==> config.mk <==
export PLATFORM = sky130hd
export DESIGN_NAME = pe_grid_sched
export DESIGN_NICKNAME = d
export VERILOG_FILES = /design/src/rtl/pe_grid_sched.sv
export SDC_FILE = /design/constraint.sdc
export NUM_CORES = 1
export LEC_CHECK = 0
export BUFFER_PORTS_ARGS = -buffer_cell sky130_fd_sc_hd__buf_2
export CAP_MARGIN = 20
export CORE_AREA = 2 2 727 729
export DETAILED_ROUTE_END_ITERATION = 8
export DIE_AREA = 0 0 729 731
export PLACE_DENSITY = 0.3
export SLEW_MARGIN = 5
export SYNTH_ARGS = -nofsm -noshare
export SYNTH_HDL_FRONTEND = slang
export SYNTH_SLANG_ARGS = --single-unit
export TNS_END_PERCENT = 20
==> constraint.sdc <==
create_clock -name clk -period 5.16 [get_ports clk]
set_input_delay 1.032 -clock clk [delete_from_list [all_inputs] [get_ports clk]]
set_output_delay 1.032 -clock clk [all_outputs]
set_load 0.005 [all_outputs]
==> src/rtl/pe_grid_sched.sv <==
// Sequencing controller for the PE grid: loads weight rows, streams image
// vectors with ready/valid flow control, then tracks psum results until done.
module pe_grid_sched #(
  parameter int ROWS = 12,
  parameter int COLS = 14,
  parameter int DW   = 16,
  parameter int PW   = 32,
  parameter int LW   = 8
) (
  input  logic                 clk,
  input  logic                 rst,
  input  logic                 start,
  input  logic                 abort,
  input  logic [LW-1:0]        cfg_len,
  input  logic [3:0]           cfg_lat,
  output logic                 busy,
  output logic                 done,
  output logic                 w_req,
  output logic [3:0]           w_addr,
  input  logic                 w_valid,
  input  logic [COLS*DW-1:0]   w_data,
  input  logic                 x_valid,
  output logic                 x_ready,
  input  logic [COLS*DW-1:0]   x_data,
  input  logic [COLS-1:0]      x_mask,
  output logic [COLS*DW-1:0]   g_weight,
  output logic [3:0]           g_tag_row,
  output logic                 g_valid_y,
  output logic [COLS*DW-1:0]   g_image,
  output logic [COLS-1:0]      g_valid_x,
  input  logic [COLS*PW-1:0]   g_psum,
  output logic                 res_valid,
  output logic [COLS*PW-1:0]   res_data
);

  localparam int DLN = 17;

  typedef enum logic [2:0] {
    S_IDLE,
    S_WLOAD,
    S_STREAM,
    S_DRAIN,
    S_DONE
  } state_t;

  state_t               state_q, state_d;
  logic [3:0]           row_q, row_d;
  logic [LW-1:0]        count_q, count_d;
  logic [LW-1:0]        len_q, len_d;
  logic [3:0]           lat_q, lat_d;
  logic [DLN-1:0]       dl_q, dl_d;
  logic [COLS*DW-1:0]   gw_q, gw_d;
  logic [3:0]           tag_q, tag_d;
  logic                 vy_q, vy_d;
  logic [COLS*DW-1:0]   gi_q, gi_d;
  logic [COLS-1:0]      vx_q, vx_d;

  logic [LW-1:0]        count_inc;
  logic [DLN-1:0]       below_lat;

  assign count_inc = count_q + LW'(1);
  // Delay-line stages strictly younger than the psum tap.
  assign below_lat = (DLN'(1) << lat_q) - DLN'(1);

  always_comb begin
    state_d = state_q;
    row_d   = row_q;
    count_d = count_q;
    len_d   = len_q;
    lat_d   = lat_q;
    dl_d    = dl_q;
    gw_d    = gw_q;
    tag_d   = tag_q;
    vy_d    = 1'b0;
    gi_d    = gi_q;
    vx_d    = '0;
    busy    = (state_q != S_IDLE);
    done    = 1'b0;
    w_req   = 1'b0;
    w_addr  = '0;
    x_ready = 1'b0;

    if (state_q != S_IDLE) begin
      dl_d = {dl_q[DLN-2:0], 1'b0};
    end

    case (state_q)
      S_IDLE: begin
        dl_d = '0;
        if (start) begin
          if (cfg_len != '0) begin
            len_d   = cfg_len;
            lat_d   = cfg_lat;
            row_d   = '0;
            count_d = '0;
            state_d = S_WLOAD;
          end else begin
            state_d = S_DONE;
          end
        end
      end
      S_WLOAD: begin
        w_req  = 1'b1;
        w_addr = row_q;
        if (w_valid) begin
          gw_d  = w_data;
          tag_d = row_q;
          vy_d  = 1'b1;
          row_d = row_q + 4'd1;
          if (row_q == 4'(ROWS - 1)) begin
            state_d = S_STREAM;
          end
        end
      end
      S_STREAM: begin
        x_ready = 1'b1;
        if (x_valid) begin
          gi_d    = x_data;
          vx_d    = x_mask;
          dl_d[0] = 1'b1;
          count_d = count_inc;
          if (count_inc == len_q) begin
            state_d = S_DRAIN;
          end
        end
      end
      S_DRAIN: begin
        // The newest result is the youngest entry; once nothing sits below
        // the tap, the last psum is on res_valid this cycle.
        if ((dl_q & below_lat) == '0) begin
          state_d = S_DONE;
        end
      end
      S_DONE: begin
        done    = 1'b1;
        state_d = S_IDLE;
      end
      default: state_d = S_IDLE;
    endcase

    if (abort) begin
      state_d = S_IDLE;
      vy_d    = 1'b0;
      vx_d    = '0;
      dl_d    = '0;
      row_d   = '0;
      count_d = '0;
      gw_d    = gw_q;
      tag_d   = tag_q;
      gi_d    = gi_q;
    end
  end

  always_ff @(posedge clk or negedge rst) begin
    if (!rst) begin
      state_q <= S_IDLE;
      row_q   <= '0;
      count_q <= '0;
      len_q   <= '0;
      lat_q   <= '0;
      dl_q    <= '0;
      gw_q    <= '0;
      tag_q   <= '0;
      vy_q    <= 1'b0;
      gi_q    <= '0;
      vx_q    <= '0;
    end else begin
      state_q <= state_d;
      row_q   <= row_d;
      count_q <= count_d;
      len_q   <= len_d;
      lat_q   <= lat_d;
      dl_q    <= dl_d;
      gw_q    <= gw_d;
      tag_q   <= tag_d;
      vy_q    <= vy_d;
      gi_q    <= gi_d;
      vx_q    <= vx_d;
    end
  end

  assign g_weight  = gw_q;
  assign g_tag_row = tag_q;
  assign g_valid_y = vy_q;
  assign g_image   = gi_q;
  assign g_valid_x = vx_q;
  assign res_valid = dl_q[lat_q];
  assign res_data  = g_psum;

endmodule
==> results of run 1 <==
per-layer routing:
layer	wire length, µm	share of wire
met5	1400	0.0048
met2	123000	0.42
met4	27400	0.094
met3	62800	0.21
met1	78100	0.27
metrics by stage:
step	hold slack [ns]	utilization
CTS	0.0889	0.0690
global placement	0.456	0.0634
global route	0.156	0.0692
floorplan	0.470	-
finish	0.183	0.0696
detailed placement	0.459	0.0634
state kept, by name (all words and copies together) (netlist names), 8 cells and up:
signal	flops
count_q	8
dl_q	17
g_image	224
g_valid_x	14
g_weight	224
len_q	8
cell type report:
cell class              count  area, µm²
repair buffers            993       5250
flip-flops and latches    511      12800
fillers                 62000     490000
clock buffers             113       2370
well taps                6994       8750
inverters                   8       45.0
clock inverters            36        547
multi-input cells        1566       6530
diodes                    135        338
cell usage in the layout, fill, tap and decap left out, types with 11 or more instances in the layout:
cell type  instances
nand2_1         1379
and2_1            18
diode_2          135
buf_4             24
a21oi_1           11
clkbuf_1          16
dfrtp_1          511
clkbuf_16         87
o21ai_0           22
and3_1            16
buf_12            14
buf_2            954
nor2_1            17
bufinv_16         11
power by group through the flow:
stage | clock, mW | sequential, mW | combinational, mW
2_1_floorplan | 0 | 6.91 | 2.28
4_1_cts | 6.82 | 7.04 | 7.41
3_3_place_gp | 0 | 7.07 | 7.45
3_5_place_dp | 0 | 7.06 | 7.40
6_report | 6.42 | 7.00 | 6.90
5_1_grt | 6.88 | 7.25 | 7.87
how the worst min path moves through the flow:
| stage | startpoint | slack, ns | endpoint |
|---|---|---|---|
| CTS | rst | 0.09 | count_q[5] |
| global placement | g_weight[71] | 0.46 | g_weight[71] |
| floorplan | g_image[0] | 0.47 | g_image[0] |
| detailed placement | g_weight[90] | 0.46 | g_weight[90] |
| finish | rst | 0.18 | g_image[77] |
| global route | rst | 0.16 | count_q[5] |
logic make-up after synthesis:
family,after synthesis,synth area share
AO/OA/AOI/OAI,69,0.0195
XOR/XNOR,10,0.00378
adder cells (fa/ha/maj),3,0.00162
buffers and inverters,570,0.167
flip-flops,511,0.552
multiplexers,17,0.0106
AND/OR/NAND/NOR,1467,0.246
==> results.py, run 1 <==
metrics = {
    "status": {
        "status": "complete, no violations",
    },
    "placement": {
        "post_dp_cell_area_um2": 33400,
        "place_ws_ns": 1.45,
        "dp.cells": 10100,
        "io_buffer_count": 955,
        "dp_hpwl_mm": 253,
        "place.gp.congestion": 0.910,
    },
    "critical_path": {
        "crit_chain": "mux4_2 > mux4_2 > buf_2",
        "cp_slowest_cell": "dfrtp_1",
        "critical_path.endpoint": "res_valid",
        "crit_path_max_fanout": 15,
        "path_buf_inv": 1,
        "arrival_ns": 2.76,
        "path_class": "reg -> out",
        "rrSetupSlack_ns": 1.85,
        "crit_required_ns": 4.13,
        "reg2reg_from": "lat_q[2]",
        "crit_cells": 3,
        "cp_common_cell": "mux4_2",
        "timing.rr.end": "state_q[0]",
        "worstRegToRegCells": 9,
        "start_kind": "register",
        "path_delay_family": "multiplexers",
        "end_kind": "output port",
        "max_stage_delay_ns": 0.70,
        "startpoint": "lat_q[0]",
    },
    "routing": {
        "via_per_inst": 2.06,
        "num_vias": 21300,
        "detail-route-antenna-nets": 0,
        "drtIter0Drc": 1025,
        "routedWlPerCell_um": 28.3,
        "dr.pass1.iters": 5,
        "drcViolationCount": 0,
        "drt_wl_total_mm": 293,
    },
    "global_routing": {
        "grt_util_met3": 0.101,
        "use_met2": 0.161,
        "grt_overflow": 0,
        "grt_pass1_vias": 21900,
        "top_usage_layer": "met2",
        "grt_first_pass_wirelength_mm": 341,
        "antenna_found_initial": 314,
        "gr-usage-all-layers": 0.106,
        "grt_max_degree": 136,
        "grt_use_met1": 0.0827,
    },
    "synth": {
        "avgSynthCellArea_um2": 8.75,
        "async_reset_ff_frac": 1.00,
        "synth_fp_nets": 3578,
        "synth_edf_count": 0,
        "netlist_area_um2": 23200,
        "synth-seq-cells": 511,
        "yosysSeqAreaShare": 0.552,
        "netlist_instances": 2647,
        "ys_types": 53,
        "synthTopCellsByCount": "nand2_1, dfrtp_1, buf_4, clkbuf_1, o21ai_0",
        "yosysMostFrequentCell": "nand2_1",
        "yosys_warnings": 0,
        "synth_flop_cell": "dfrtp_1",
        "synth_top_area_frac": 0.552,
        "netlist.top_cell.by_area": "dfrtp_1",
        "synth_top_cells_by_area": "dfrtp_1, nand2_1, buf_4",
    },
    "pwr": {
        "peakVddDrop_uv": 308,
        "p_int_mw": 11.8,
        "seqPwrFrac": 0.344,
        "leakage_nw": 16.6,
        "switching_share": 0.418,
        "p_comb_frac": 0.340,
        "power.switching_mw": 8.51,
        "pwr-share-clk": 0.316,
        "power_density_nw_per_um2": 555,
        "total_power_mw": 20.3,
    },
    "floorplanning": {
        "initial_core_util": 0.0440,
        "die_h_um": 731,
        "core_area_um2": 526000,
        "io_pins": 1852,
        "dieArea_um2": 533000,
        "dieWidth_um": 729,
        "rows": 267,
    },
    "clock_tree": {
        "htree_levels": 3,
        "cts-hold-fix-buffers": 0,
        "clk_path_buf_depth": 4,
        "clk_root_buffer_cell": "clkbuf_16",
        "cts_setup_buffers": 0,
        "clk_pin_slew_ns": 0.06,
        "cts_tree": "built",
        "ctsResizeCount": 0,
        "cts_sinks": 511,
        "numCtsBuffers": 86,
        "clock_latency_ns": 0.81,
    },
    "sta": {
        "min_period_ns": 3.79,
        "setup_tns_ns": 0,
        "tightestPinTransition_ns": 1.11,
        "rsz0062_at_grt": "no",
        "setup_slack_ns": 1.37,
        "finalHoldViolations": 0,
        "relSlewSlack": 0.260,
        "max_freq_mhz": 264,
        "slew_viol_final": 0,
        "setup_violations": 0,
        "fin_crit_sh": 0.735,
        "skew_ns": 0.0383,
    },
    "job": {
        "max_cap_violations": 0,
    },
    "cells_and_area": {
        "drive_above_1_share": 0.356,
        "areaGrowthSynthToFinish_pct": 58.2,
        "fin_cells": 10400,
        "nets": 4097,
        "finalInstanceArea_um2": 36600,
    },
    "hold_path": {
        "hp-class": "in -> async",
    },
}
Note: power is estimated with default switching activity, not from simulation.
==> run 2: changes to the inputs <==
==> constraint.sdc (replaced) <==
create_clock -name clk -period 3.2 [get_ports clk]
set_input_delay 0.64 -clock clk [delete_from_list [all_inputs] [get_ports clk]]
set_output_delay 0.64 -clock clk [all_outputs]
set_load 0.005 [all_outputs]
==> run 2 against run 1 <==
Net effect:
- via count grew 5.5%
- wire length is essentially flat
- hold slack lost 0.10 ns
- critical path type unchanged
==> results.py, run 2 (synthesis gave the netlist of run 1 again) <==
metrics = {
    "pwr": {
        "power_density_nw_per_um2": 828,
        "seqPwrFrac": 0.342,
        "p_int_mw": 18.9,
        "power.switching_mw": 13.9,
        "leakage_nw": 18.0,
        "peakVddDrop_uv": 432,
        "switching_share": 0.423,
        "p_comb_frac": 0.369,
        "pwr-share-clk": 0.288,
        "total_power_mw": 32.8,
    },
    "hold_path": {
        "hp-class": "in -> reg",
        "holdPathEnd": "g_weight[5]",
        "min_from": "w_data[5]",
        "whs_path_depth": 3,
    },
    "clock_tree": {
        "htree_levels": 3,
        "clock_latency_ns": 0.80,
        "clk_root_buffer_cell": "clkbuf_16",
        "clk_pin_slew_ns": 0.06,
        "cts_sinks": 511,
        "clk_path_buf_depth": 4,
        "numCtsBuffers": 81,
        "cts_tree": "built",
    },
    "routing": {
        "num_vias": 22500,
        "detail-route-antenna-nets": 0,
        "drcViolationCount": 0,
        "dr.pass1.iters": 4,
        "via_per_inst": 2.11,
        "routedWlPerCell_um": 27.5,
        "drt_wl_total_mm": 293,
        "drtIter0Drc": 1107,
    },
    "floorplanning": {
        "dieArea_um2": 533000,
        "initial_core_util": 0.0440,
        "rows": 267,
        "die_h_um": 731,
        "dieWidth_um": 729,
        "core_area_um2": 526000,
        "io_pins": 1852,
    },
    "placement": {
        "dp_hpwl_mm": 256,
        "place.gp.congestion": 0.920,
        "io_buffer_count": 955,
        "place_ws_ns": 0.492,
        "post_dp_cell_area_um2": 33800,
    },
    "cells_and_area": {
        "nets": 4431,
        "areaGrowthSynthToFinish_pct": 71.1,
        "layout_common_cells": "nand2_1, buf_2, dfrtp_1",
        "final_common_cell": "nand2_1",
        "drive_above_1_share": 0.331,
        "finalInstanceArea_um2": 39600,
        "nFillCells": 61900,
    },
    "sta": {
        "finalHoldViolations": 0,
        "rsz0062_at_grt": "yes",
        "setup_slack_ns": 0.0431,
        "min_period_ns": 3.16,
        "skew_ns": 0.0410,
        "fin_crit_sh": 0.987,
        "setup_violations": 0,
        "max_freq_mhz": 317,
        "relSlewSlack": 0.426,
        "slew_viol_final": 0,
        "tightestPinTransition_ns": 0.861,
    },
    "status": {
        "status": "complete, no violations",
    },
    "global_routing": {
        "grt_pass1_vias": 23200,
        "antenna_found_initial": 309,
        "grt_overflow": 0,
        "grt_first_pass_wirelength_mm": 344,
        "gr-usage-all-layers": 0.106,
        "grt_max_degree": 88,
    },
    "critical_path": {
        "max_stage_delay_ns": 0.53,
        "end_kind": "output port",
        "cp_slowest_cell": "mux4_2",
        "crit_path_max_fanout": 7,
        "timing.rr.end": "state_q[0]",
        "crit_required_ns": 2.56,
        "arrival_ns": 2.52,
        "start_kind": "register",
        "worstRegToRegCells": 12,
        "rrSetupSlack_ns": 0.41,
        "cp_common_cell": "mux4_2",
        "crit_chain": "buf_6 > mux4_2 > mux4_2 > buf_2",
        "path_class": "reg -> out",
        "reg2reg_from": "lat_q[0]",
    },
    "job": {
        "max_cap_violations": 0,
    },
}
==> run 2: cell types whose count changed in the layout (fill, tap and decap cells not counted), sizes merged <==
cell	previous run	this run
dlygate4sd3	0	296
clkinv	16	12
bufinv	11	8
clkinvlp	4	2
buf	993	1036
inv	13	10
diode	135	100
==> run 2: per-layer routing <==
layer	GRT usage	vias up	routed length [µm]
li1	-	9540	-
met1	0.0900	10200	84200
met2	0.165	1762	126000
met3	0.0901	869	56500
met4	0.0698	172	24500
met5	0.00449	-	1400
==> run 2: final cells by class <==
class / count / area, µm² / area share
clock buffer: 113 / 2280 / 0.0575
antenna: 100 / 250 / 0.00631
tap: 6994 / 8750 / 0.221
inverter: 8 / 45.0 / 0.00114
sequential: 511 / 12800 / 0.323
clock inverter: 24 / 355 / 0.00897
multi-input combinational: 1566 / 6540 / 0.165
timing repair buffer: 1332 / 8630 / 0.218
==> run 2: through the flow <==
stage	utilization	instances	hold WS [ns]	TNS (ns)
3_3_place_gp	0.0642	10100	0.453	0
2_1_floorplan	-	2647	0.344	0
5_1_grt	0.0750	10600	0.0290	-0.127
6_report	0.0753	10600	0.0814	0
4_1_cts	0.0748	10500	0.0000640	-0.106
3_5_place_dp	0.0642	10100	0.457	0
==> run 2: how the worst max path moves through the flow <==
| stage | startpoint | end | slack [ns] | depth (start not counted) |
|---|---|---|---|---|
| after global placement | lat_q[1] | state_q[0] | 0.53 | 10 |
| final | lat_q[0] | res_valid | 0.04 | 4 |
| after global routing | lat_q[0] | res_valid | -0.13 | 4 |
| after CTS | lat_q[0] | res_valid | -0.11 | 4 |
| after floorplan | lat_q[0] | state_q[0] | 0.73 | 10 |
| after detailed placement | lat_q[3] | state_q[0] | 0.49 | 10 |
==> run 2: timing repair <==
item,CTS,global route
gates resized for setup,2,0
endpoints found under the setup margin,4,1
pin swaps,0,0
hold endpoints to repair,314,0
buffers inserted,2,1
hold buffers,296,0
==> run 2: power groups by stage <==
stage	sequential [mW]	combinational, mW	clock, mW
floorplan	11.1	3.68	0
finish	11.2	12.1	9.45
global route	11.6	13.7	10.2
global placement	11.3	12.4	0
detailed placement	11.3	12.4	0
CTS	11.3	12.9	10.0
==> run 2: critical path: cells and delay by family, from the launching register on <==
family,cells,cell delay (ns)
multiplexers,2,1.04
flip-flops,1,0.36
buffers and inverters,2,0.31
